### config.mk
export PLATFORM = sky130hd
export DESIGN_NAME = scale_ctrl
export DESIGN_NICKNAME = d
export VERILOG_FILES = /design/src/rtl/scale_ctrl.sv
export SDC_FILE = /design/constraint.sdc
export NUM_CORES = 1
export LEC_CHECK = 0
export ABC_CLOCK_PERIOD_IN_PS = 4200
export BUFFER_PORTS_ARGS = -buffer_cell sky130_fd_sc_hd__buf_2
export CAP_MARGIN = 0
export CORE_MARGIN = 5
export CORE_UTILIZATION = 40
export DETAILED_ROUTE_END_ITERATION = 8
export GPL_ROUTABILITY_DRIVEN = 0
export SYNTH_ARGS = -nofsm -noshare
export SYNTH_HDL_FRONTEND = slang
export SYNTH_SLANG_ARGS = --single-unit
### constraint.sdc
create_clock -name clk_in -period 4.2 [get_ports clk_in]
set_clock_uncertainty 0.05 [all_clocks]
set_input_delay 0.63 -clock clk_in [delete_from_list [all_inputs] [get_ports clk_in]]
set_output_delay 0.63 -clock clk_in [all_outputs]
set_load 0.01 [all_outputs]
### src/rtl/scale_ctrl.sv
// scale_ctrl: display scale-mode controller and frame-buffer read-address
// sequencer. A button press cycles 1x -> 2x -> 8/3x, and the change takes
// effect at the next frame start. Source coordinates are built from
// incremental accumulators, so the block contains no multipliers.
// Optional feature macro: SCALE_CTRL_MIRROR_EN (horizontal mirror of sx).
module scale_ctrl #(
    parameter int SRC_W  = 240,
    parameter int SRC_H  = 320,
    parameter int ADDR_W = 17
) (
    input  logic              clk_in,
    input  logic              rst_n_in,
    input  logic              btn_in,
    input  logic [10:0]       hcount_in,
    input  logic [9:0]        vcount_in,
    output logic [1:0]        scale_out,
    output logic              pending_out,
    output logic [ADDR_W-1:0] addr_out,
    output logic              in_window_out
);

    typedef enum logic [1:0] {
        SCALE_1X  = 2'b00,
        SCALE_2X  = 2'b01,
        SCALE_83X = 2'b10,
        SCALE_OFF = 2'b11
    } scale_t;

    localparam logic [ADDR_W-1:0] SRC_W_A  = ADDR_W'(SRC_W);
    localparam logic [ADDR_W-1:0] SRC_W_M1 = ADDR_W'(SRC_W - 1);

    localparam logic [11:0] WIN_H_1X  = 12'(SRC_W);
    localparam logic [11:0] WIN_H_2X  = 12'(2 * SRC_W);
    localparam logic [11:0] WIN_H_83X = 12'((8 * SRC_W) / 3);
    localparam logic [11:0] WIN_V_1X  = 12'(SRC_H);
    localparam logic [11:0] WIN_V_2X  = 12'(2 * SRC_H);
    localparam logic [11:0] WIN_V_83X = 12'((8 * SRC_H) / 3);

    // Mode-control state
    scale_t r_scale;
    scale_t r_next;
    logic   r_pending;
    scale_t w_scaleNext;
    scale_t w_nextNext;
    scale_t w_base;
    logic   w_pendingNext;

    // Accumulator state: values belonging to the previous pixel / line
    logic [10:0]       r_sx;
    logic [2:0]        r_hFrac;
    logic [9:0]        r_sy;
    logic [2:0]        r_vFrac;
    logic [ADDR_W-1:0] r_rowBase;

    // Accumulator values for the pixel currently on the inputs
    logic [10:0]       w_sx;
    logic [2:0]        w_hFrac;
    logic [3:0]        w_hSum;
    logic [9:0]        w_sy;
    logic [2:0]        w_vFrac;
    logic [3:0]        w_vSum;
    logic              w_syInc;
    logic [ADDR_W-1:0] w_rowBase;

    // Output datapath
    logic              w_frameStart;
    scale_t            w_mode;
    logic [ADDR_W-1:0] w_sxAddr;
    logic [ADDR_W-1:0] w_addr;
    logic              w_inWindow;
    logic [11:0]       w_h12;
    logic [11:0]       w_v12;

    function automatic scale_t advanceMode(input scale_t m);
        case (m)
            SCALE_1X: advanceMode = SCALE_2X;
            SCALE_2X: advanceMode = SCALE_83X;
            default:  advanceMode = SCALE_1X;
        endcase
    endfunction

    assign w_frameStart = (hcount_in == 11'd0) && (vcount_in == 10'd0);

    // A pending request governs the frame-start pixel itself, not just the next one
    assign w_mode = (w_frameStart && r_pending) ? r_next : r_scale;

    assign w_h12 = {1'b0, hcount_in};
    assign w_v12 = {2'b00, vcount_in};

    // Mode state register: active scale, queued scale and pending flag
    always_ff @(posedge clk_in or negedge rst_n_in) begin
        if (!rst_n_in) begin
            r_scale   <= SCALE_1X;
            r_next    <= SCALE_1X;
            r_pending <= 1'b0;
        end else begin
            r_scale   <= w_scaleNext;
            r_next    <= w_nextNext;
            r_pending <= w_pendingNext;
        end
    end

    // Mode next-state: apply at frame start first, then let a press re-arm from the newest target
    always_comb begin
        w_scaleNext   = r_scale;
        w_nextNext    = r_next;
        w_pendingNext = r_pending;
        w_base        = r_pending ? r_next : r_scale;
        if (w_frameStart && r_pending) begin
            w_scaleNext   = r_next;
            w_pendingNext = 1'b0;
        end
        if (btn_in) begin
            w_nextNext    = advanceMode(w_base);
            w_pendingNext = 1'b1;
        end
    end

    // Horizontal accumulator: restart at h==0, otherwise one step per pixel
    always_comb begin
        w_sx    = r_sx;
        w_hFrac = r_hFrac;
        w_hSum  = {1'b0, r_hFrac} + 4'd3;
        if (hcount_in == 11'd0) begin
            w_sx    = 11'd0;
            w_hFrac = 3'd0;
        end else begin
            case (w_mode)
                SCALE_1X: w_sx = r_sx + 11'd1;
                SCALE_2X: if (!hcount_in[0]) w_sx = r_sx + 11'd1;
                SCALE_83X: begin
                    // Bit 3 of the sum is the ">= 8" carry; dropping it is the subtract-8
                    w_hFrac = w_hSum[2:0];
                    if (w_hSum[3]) w_sx = r_sx + 11'd1;
                end
                default: w_sx = r_sx;
            endcase
        end
    end

    // Vertical accumulator and row base: restart at frame start, step at each later line start
    always_comb begin
        w_sy      = r_sy;
        w_vFrac   = r_vFrac;
        w_rowBase = r_rowBase;
        w_syInc   = 1'b0;
        w_vSum    = {1'b0, r_vFrac} + 4'd3;
        if (w_frameStart) begin
            w_sy      = 10'd0;
            w_vFrac   = 3'd0;
            w_rowBase = '0;
        end else if (hcount_in == 11'd0) begin
            case (w_mode)
                SCALE_1X: w_syInc = 1'b1;
                SCALE_2X: w_syInc = !vcount_in[0];
                SCALE_83X: begin
                    w_vFrac = w_vSum[2:0];
                    w_syInc = w_vSum[3];
                end
                default: w_syInc = 1'b0;
            endcase
            if (w_syInc) begin
                w_sy      = r_sy + 10'd1;
                w_rowBase = r_rowBase + SRC_W_A;
            end
        end
    end

    // Accumulator registers carry this pixel's values forward to the next pixel
    always_ff @(posedge clk_in or negedge rst_n_in) begin
        if (!rst_n_in) begin
            r_sx      <= '0;
            r_hFrac   <= '0;
            r_sy      <= '0;
            r_vFrac   <= '0;
            r_rowBase <= '0;
        end else begin
            r_sx      <= w_sx;
            r_hFrac   <= w_hFrac;
            r_sy      <= w_sy;
            r_vFrac   <= w_vFrac;
            r_rowBase <= w_rowBase;
        end
    end

`ifdef SCALE_CTRL_MIRROR_EN
    assign w_sxAddr = SRC_W_M1 - ADDR_W'(w_sx);
`else
    assign w_sxAddr = ADDR_W'(w_sx);
`endif

    assign w_addr = w_rowBase + w_sxAddr;

    // Window test on the raw counters against the scaled source size
    always_comb begin
        w_inWindow = 1'b0;
        case (w_mode)
            SCALE_1X:  w_inWindow = (w_h12 < WIN_H_1X)  && (w_v12 < WIN_V_1X);
            SCALE_2X:  w_inWindow = (w_h12 < WIN_H_2X)  && (w_v12 < WIN_V_2X);
            SCALE_83X: w_inWindow = (w_h12 < WIN_H_83X) && (w_v12 < WIN_V_83X);
            default:   w_inWindow = 1'b0;
        endcase
    end

    // Registered address and window flag; address parks at 0 outside the window
    always_ff @(posedge clk_in or negedge rst_n_in) begin
        if (!rst_n_in) begin
            addr_out      <= '0;
            in_window_out <= 1'b0;
        end else begin
            addr_out      <= w_inWindow ? w_addr : '0;
            in_window_out <= w_inWindow;
        end
    end

    assign scale_out   = r_scale;
    assign pending_out = r_pending;

endmodule

# After elaboration in Yosys (flattened, before gate mapping)
# Cells that the tools add are included.
dict set report totals {
  elab_cells 60
  output_inout_bits 21
  register_bits 57
  in_bits 24
}
dict set report op_classes {
  addsub 5
  muxes 22
  eq_ne 3
  n_reduce_logical 15
  magnitude_cmp 6
}
# op n
set ops {}
lappend ops {{17-bit 2-to-1 mux} 4}
lappend ops {{11-bit 2-to-1 mux} 3}
lappend ops {{11-bit case mux with 3 select lines} 1}
lappend ops {{10-bit < comparator, second input constant} 2}
lappend ops {{17-bit by 11-bit adder with 17-bit output} 1}
lappend ops {{17-bit by 8-bit adder with 17-bit output, second input constant} 1}
lappend ops {{3-bit 2-to-1 mux} 5}
lappend ops {{11-bit by 1-bit adder with 11-bit output, second input constant} 1}
lappend ops {{11-bit zero test} 1}
lappend ops {{11-bit by 10-bit < comparator with 1-bit output, second input constant} 1}
lappend ops {{11-bit by 8-bit < comparator with 1-bit output, second input constant} 1}
lappend ops {{11-bit by 9-bit < comparator with 1-bit output, second input constant} 1}
lappend ops {{10-bit zero test} 1}
lappend ops {{10-bit by 9-bit < comparator with 1-bit output, second input constant} 1}
lappend ops {{3-bit by 2-bit adder with 4-bit output, second input constant} 2}
lappend ops {{2-bit nonzero test} 4}
lappend ops {{1-bit case mux with 3 select lines} 2}
lappend ops {{1-bit logical AND} 5}
lappend ops {{2-bit by 1-bit equality test with 1-bit output, second input constant} 2}
lappend ops {{2-bit zero test} 2}
lappend ops {{1-bit 2-to-1 mux} 4}
lappend ops {{2-bit 2-to-1 mux} 2}
lappend ops {{2-bit case mux with 2 select lines} 1}
lappend ops {{2-bit equality test, second input constant} 1}
lappend ops {{2 further kinds} 2}

# Longest topological paths before layout
# Gate-level depths: netlist of run 1.
dict set report depth {
  ltp_word 13
  mapped_depth 17
  mapped_depth_nobuf 16
}

# Least setup slack after synthesis of run 1
# Ideal clock, no wire load.
dict set report synth_timing {
  path_type {input-to-reg}
  start {input port vcount_in[4]}
  end {register addr_out[12]}
  t_arrival_ns 4.739
  setup_ns 0.079
  setup_slack_ns -0.668
  path_buffers 0
  cell_stages 16
  t_required_ns 4.071
  cell_sequence {or4_1 or3_2 o31ai_2 a32oi_1 nor2_1 xnor2_1 nor2_1 ha_1 fa_1 a21oi_1 o211ai_1 o41ai_1 o2111a_1 nor2_1 o22ai_1 mux2i_1}
}
dict set report synth_via {
  elab_cells_between_ends 24
  cone_classes {1 x add/sub; 3 x order compare; 2 x eq/ne; 11 x mux; 7 x reduce/logical}
}
# element line
set synth_lines {}
lappend synth_lines {{start: declaration} 15} ;# input logic [9:0] vcount_in,
lappend synth_lines {{10-bit zero test *} 82} ;# assign w_frameStart = (hcount_in == 11'd0) && (vcount_in == 10'd0);
lappend synth_lines {{1-bit logical AND *} 82}
lappend synth_lines {{1-bit logical AND *} 85} ;# assign w_mode = (w_frameStart && r_pending) ? r_next : r_scale;
lappend synth_lines {{2-bit 2-to-1 mux *} -}
lappend synth_lines {{2-bit equality test (tied with other cells)} 128} ;# case (w_mode)
lappend synth_lines {{11-bit case mux with 3 select lines *} 128}
lappend synth_lines {{11-bit 2-to-1 mux *} 124} ;# if (hcount_in == 11'd0) begin
lappend synth_lines {{named net w_sx[0]} 56} ;# logic [10:0] w_sx;
lappend synth_lines {{17-bit by 11-bit adder with 17-bit output *} 192} ;# assign w_addr = w_rowBase + w_sxAddr;
lappend synth_lines {{17-bit 2-to-1 mux *} 211} ;# addr_out <= w_inWindow ? w_addr : '0;
lappend synth_lines {{end signal: assignment} 211}
lappend synth_lines {{end: declaration} 18} ;# output logic [ADDR_W-1:0] addr_out,
# Mark *: on every way through the listed nets, which the timed path passes. The rest lies on a longest branch. The select of a mux whose other input is x is not followed.
# A chain may end at the register's enable or synchronous reset.

# Final worst setup path of run 1
dict set report layout_timing {
  start {input port vcount_in[9]}
  end {register addr_out[12]}
}
# Same word-level chain as after synthesis.

==> flow_summary.ini, run 1 <==
[timing]
totalNegativeSetupSlack_ns = -0.07977
hold_viol = 0
layout_setup_ws_ns = -0.01782
slew-limit-headroom_pct = 45.62
maxSlewViolCount = 0
tightestPinTransition_ns = 0.8088
rsz0062_at_grt = yes
min_period_ns = 4.218
fmax_mhz = 237.1
holdWs_ns = 0.3421
fin_crit_sh_pct = 100.4
setup_violations = 6

[critical_path]
r2r-end = addr_out[16]$_DFF_PN0_
r2r_setup_slack_ns = 0.68
cp_max_fo = 7
r2r_cells = 15
cp_data_required_time_ns = 4.38
r2r_start = pending_out$_DFFE_PN0P_
cp-end-kind = register
worstSetupPathType = primary input to register
cp-start-kind = primary input
cp.arrival_ns = 4.40

[synthesis]
synth_edf_count = 0
post_synth_num_cell_types = 55
seq_area_frac_synth_pct = 41.76
async_flop_share_pct = 100.0
syn-cell-area_sq_um = 3416
synthFlopType = dfrtp_1
syn-instance-count = 377
synth-seq-cells = 57
synth_nets = 417
yosys_warnings = 0
syn_avg_cell_area_sq_um = 9.060

[finish]
syn2layout_area_growth_pct = 40.11
regArea_sq_um = 1426
stdcell_area_sq_um = 4786
n_fill_cell = 762
stdcell_count = 614
layout-drive-gt1-share_pct = 36.15
n_antenna_cell = 0
multi_input_area_sq_um = 2066
nets = 544

[cts]
numClockSinks = 57
cts_root_buffer = clkbuf_8
cts_buffers = 9
cts_tree = done
cts.reportedPaths.clkPinSlew_ns = 0.07
cts_hold_buf = 0
clk_latency_ns = 0.35
h-tree-depth = 3
clockBufferDepth = 2

[floorplan]
die_w_um = 102.4
rows = 33
initial_utilization_pct = 41.36
coreArea_sq_um = 8258
die_area_sq_um = 10490
io_pins = 45
die_h_um = 102.4

[placement]
hpwl_um = 6455
placed_cells = 582
place_area_sq_um = 4307
io_buffers = 44

[route]
wirelength_um = 9081
drc = 0
vias_per_cell = 5.275
post_drt_wl_per_cell_um = 14.79
vias = 3239
ant_nets = 0
dr.first_iter.drc_count = 153
drt-pass1-iter-count = 4

[global_routing]
grt_overflow = 0
grt_pass1_wl_um = 15260
antenna_found_initial = 0
grt_pass1_vias = 3240
grt_max_degree = 58
grt_use_total_pct = 18.55

[flow_run]
drv_cap = 0

[power]
vdd_drop_max_mv = 0.2107
power_leakage_uw = 0.002292
power_per_cell_area_nw_per_um2 = 350.7
total_power_uw = 1678

[outcome]
violations = setup timing
status = complete, but fails checks

[min_path]
hp-class = primary input to async pin
## cell usage after synthesis, types with 2 or more instances
cell	number	area share, %
a21o_1	3	0.66
dfrtp_1	57	42
o211ai_1	3	0.66
xor2_1	7	1.8
nand3_1	19	2.8
o21ai_0	14	2.1
o21bai_1	4	0.88
o31a_2	2	0.59
or4_1	2	0.44
or4_4	2	0.66
nor2_1	56	6.2
o31ai_1	2	0.44
nor4b_1	2	0.51
inv_1	20	2.2
a211o_2	2	0.59
nor3_1	17	2.5
and3_1	5	0.92
nand3b_1	4	0.88
buf_1	2	0.22
a21oi_1	11	1.6
and4_1	3	0.77
nand2b_1	4	0.73
nor4_1	9	1.6
nand2_1	25	2.7
a211oi_1	4	0.88
o41ai_1	2	0.51
clkbuf_1	9	0.99
o2111a_1	2	0.66
mux2i_1	10	2.9
and2_1	9	1.6
ha_1	15	5.5
nand4_1	8	1.5
o21a_1	3	0.66
xnor2_1	19	4.9
## worst max-delay path, stage by stage
cell	delay (ns)
buf_6	0.09
or4_4	0.53
or3_4	0.42
o31ai_4	0.33
a32oi_4	0.23
nor3b_2	0.27
xnor2_1	0.10
nor2_1	0.18
ha_1	0.28
buf_6	0.13
a21oi_4	0.15
o211ai_1	0.13
o41ai_2	0.29
o2111a_2	0.28
buf_6	0.14
o22ai_4	0.08
mux2i_1	0.12
## metrics by stage
step / worst slack (ns) / utilization, %
2_1_floorplan: -0.1859 / -
3_3_place_gp: -0.5013 / 52.15
3_5_place_dp: -0.5440 / 52.15
4_1_cts: -0.04107 / 55.70
5_1_grt: -0.2625 / 57.95
6_report: -0.01782 / 57.95
## state kept, by name, indices dropped and copies added (netlist names)
name	count
r_rowBase	17
r_next	2
pending_out	1
r_hFrac	3
in_window_out	1
addr_out	17
scale_out	2
r_sx	11
r_vFrac	3
## routing by layer
layer	up-vias	part of all wire, %	track usage, %
met5	-	0	0
met4	0	1.8	6.256
met3	15	5.6	4.437
met2	70	46	30.38
met1	1554	46	24.12
li1	1600	-	-
## worst max path at each step
stage	start	to	slack [ns]	cells after the start
after floorplan	vcount_in[4]	addr_out[12]$_DFF_PN0_	-0.19	16
after global placement	vcount_in[4]	addr_out[16]$_DFF_PN0_	-0.50	16
after detailed placement	vcount_in[4]	addr_out[16]$_DFF_PN0_	-0.54	16
after CTS	vcount_in[9]	addr_out[12]$_DFF_PN0_	-0.04	17
after global routing	vcount_in[9]	addr_out[10]$_DFF_PN0_	-0.26	18
final	vcount_in[9]	addr_out[12]$_DFF_PN0_	-0.02	17
## report_power, final
group,total (uW),internal (uW),switching (uW)
clock network,531,290,241
logic,499,257,242
registers,648,603,44.7
total,1680,1150,527
## cell type report
type | instances | share of cell area [%]
inverter | 20 | 1.569
clock buffer | 10 | 2.876
clock inverter | 6 | 1.412
timing repair buffer | 129 | 18.43
multi-input combinational | 287 | 43.16
tap | 105 | 2.745
sequential | 57 | 29.80
## kinds of logic after synthesis
logic type	Yosys count	share of synthesized area, %
flip-flops	57	41.76
XOR/XNOR	26	6.667
multiplexers	10	2.931
AO/OA/AOI/OAI	62	12.82
AND/OR/NAND/NOR	173	25.97
adder cells (fa/ha/maj)	16	6.081
buffers and inverters	33	3.773
## repair_timing
action | CTS | global route
setup buffers | 7 | 9
resized for setup | 7 | 23
setup endpoints to repair | 7 | 9
pin swaps | 11 | 16
## cells in the final DEF, fill, tap and decap left out, types with 3 or more instances in the layout
cell,n
xor2_1,7
o21bai_1,4
dfrtp_1,57
nand3b_1,4
o21ai_0,13
nor2_1,51
clkbuf_8,10
o211ai_1,3
mux2i_1,10
nand3_1,19
nor2_2,3
nand2_1,25
nor4_1,6
and2_1,9
o21a_1,3
a21oi_1,8
nor3_1,14
ha_1,14
buf_2,42
inv_1,20
and4_1,3
xnor2_1,18
and3_1,5
a21o_1,3
buf_6,5
nand2b_1,4
a211oi_1,3
buf_4,82
or4_4,3
nand4_1,8
No activity file was read; power rests on OpenSTA's default activity.
==> run 2, diff against run 1 <==
- CORE_ASPECT_RATIO: not set -> 1.75
- PLACE_DENSITY_LB_ADDON: not set -> 0.2
==> flow_summary.ini, run 2 (synthesis results as in run 1) <==
[floorplan]
die_w_um = 79.86
die_area_sq_um = 10560
initial_utilization_pct = 41.09
coreArea_sq_um = 8313
die_h_um = 132.2
io_pins = 45
rows = 44

[critical_path]
cp_max_fo = 6
cp-startpoint = vcount_in[2]
cp-end-kind = register
r2r_setup_slack_ns = 0.53
cp_data_required_time_ns = 4.40
r2r_start = pending_out$_DFFE_PN0P_
r2r_cells = 16
r2r-end = addr_out[12]$_DFF_PN0_
worstSetupPathType = primary input to register
critPathCapture = addr_out[12]$_DFF_PN0_
cp.arrival_ns = 4.51
cp-start-kind = primary input

[power]
vdd_drop_max_mv = 0.2693
power_per_cell_area_nw_per_um2 = 401.7
total_power_uw = 1999
power_leakage_uw = 0.002362

[finish]
final_cell_mix = 77 x buf_4, 57 x dfrtp_1, 48 x nor2_1
n_antenna_cell = 0
syn2layout_area_growth_pct = 45.71
nets = 541
layout-drive-gt1-share_pct = 36.96
final_common_cell = buf_4
stdcell_area_sq_um = 4977
reg_top3 = addr_out (17), r_rowBase (17), r_sx (11)

[global_routing]
grt_use_total_pct = 19.19
grt_max_degree = 31
grt_pass1_vias = 3358
grt_overflow = 0
antenna_found_initial = 0
grt_pass1_wl_um = 15840

[timing]
rsz0062_at_grt = yes
slew-limit-headroom_pct = 40.91
totalNegativeSetupSlack_ns = -0.2753
tightestPinTransition_ns = 0.8788
layout_setup_ws_ns = -0.1053
min_period_ns = 4.305
setup_violations = 5
maxSlewViolCount = 0
fin_crit_sh_pct = 102.5
fmax_mhz = 232.3
hold_viol = 0

[route]
ant_nets = 0
dr.first_iter.drc_count = 131
post_drt_wl_per_cell_um = 15.72
drc = 0
drt-pass1-iter-count = 4
vias_per_cell = 5.188
vias = 3222
wirelength_um = 9762

[outcome]
status = complete, but fails checks
violations = setup timing

[cts]
cts.reportedPaths.clkPinSlew_ns = 0.05
cts_tree = done
cts_hold_buf = 0
cts_root_buffer = clkbuf_16
h-tree-depth = 3
clk_latency_ns = 0.33
numClockSinks = 57
cts_buffers = 9
clockBufferDepth = 2

[min_path]
hp-class = primary input to async pin

[placement]
place_area_sq_um = 4289
io_buffers = 44
hpwl_um = 7012
post-place-ws_ns = -0.6068

[flow_run]
drv_cap = 0
run 2: metrics by stage:
stage          util [%]  cells  hold slack (ns)
2_1_floorplan         -    377           0.2844
3_3_place_gp      51.60    588           0.4214
3_5_place_dp      51.60    588           0.4258
4_1_cts           57.48    612           0.3095
5_1_grt           59.87    621           0.3439
6_report          59.87    621           0.2913
run 2: metal layers:
layer / part of all wire (%) / vias to the layer above / GRT usage [%] / routed length (um)
met4: 2.1 / 0 / 7.989 / 203
met3: 3.4 / 17 / 4.036 / 336
met1: 39 / 1551 / 20.10 / 3760
met2: 56 / 61 / 35.86 / 5461
li1: - / 1593 / - / -
met5: 0 / - / 0 / 0
run 2: worst min-delay path by stage:
stage	slack, ns	start	end	depth (start not counted)
floorplan	0.28	rst_n_in	addr_out[0]$_DFF_PN0_	0
global route	0.34	rst_n_in	r_sx[1]$_DFF_PN0_	1
detailed placement	0.43	r_rowBase[3]$_DFF_PN0_	r_rowBase[3]$_DFF_PN0_	1
global placement	0.42	r_rowBase[3]$_DFF_PN0_	r_rowBase[3]$_DFF_PN0_	1
CTS	0.31	rst_n_in	r_rowBase[1]$_DFF_PN0_	1
finish	0.29	rst_n_in	r_sx[1]$_DFF_PN0_	1
run 2: cell type report:
| class | instances | area [sq um] |
|---|---|---|
| Clock buffer | 11 | 242.7 |
| Fill cell | 727 | 3336 |
| Sequential cell | 57 | 1426 |
| Clock inverter | 5 | 102.6 |
| Timing Repair Buffer | 126 | 867.1 |
| Tap cell | 115 | 143.9 |
| Inverter | 20 | 75.07 |
| Multi-Input combinational cell | 287 | 2120 |
run 2: worst max-delay path, stage by stage:
cell and delay, ns:
buf_6 0.09, or4_4 0.54, buf_6 0.14, nor3_4 0.19, nand4_1 0.14, buf_6 0.16, a32oi_4 0.36, nor2_4 0.09
xnor2_2 0.17, nor2_2 0.06, ha_2 0.19, fa_2 0.36, a21oi_2 0.18, o211ai_1 0.16, o41ai_4 0.31, o2111a_2 0.28
nor2_1 0.05, o22ai_1 0.19, mux2i_1 0.22
run 2: power by group:
group,switching [uW],total (uW),internal (uW)
Clock,256,850,594
Combinational,247,498,251
Sequential,46.9,651,605
run 2: repair_timing:
action | 4_1_cts | 5_1_grt
gates resized for setup | 16 | 27
cloned | 0 | 0
endpoints found under the setup margin | 8 | 9
setup buffers | 8 | 11
pin swaps | 8 | 19
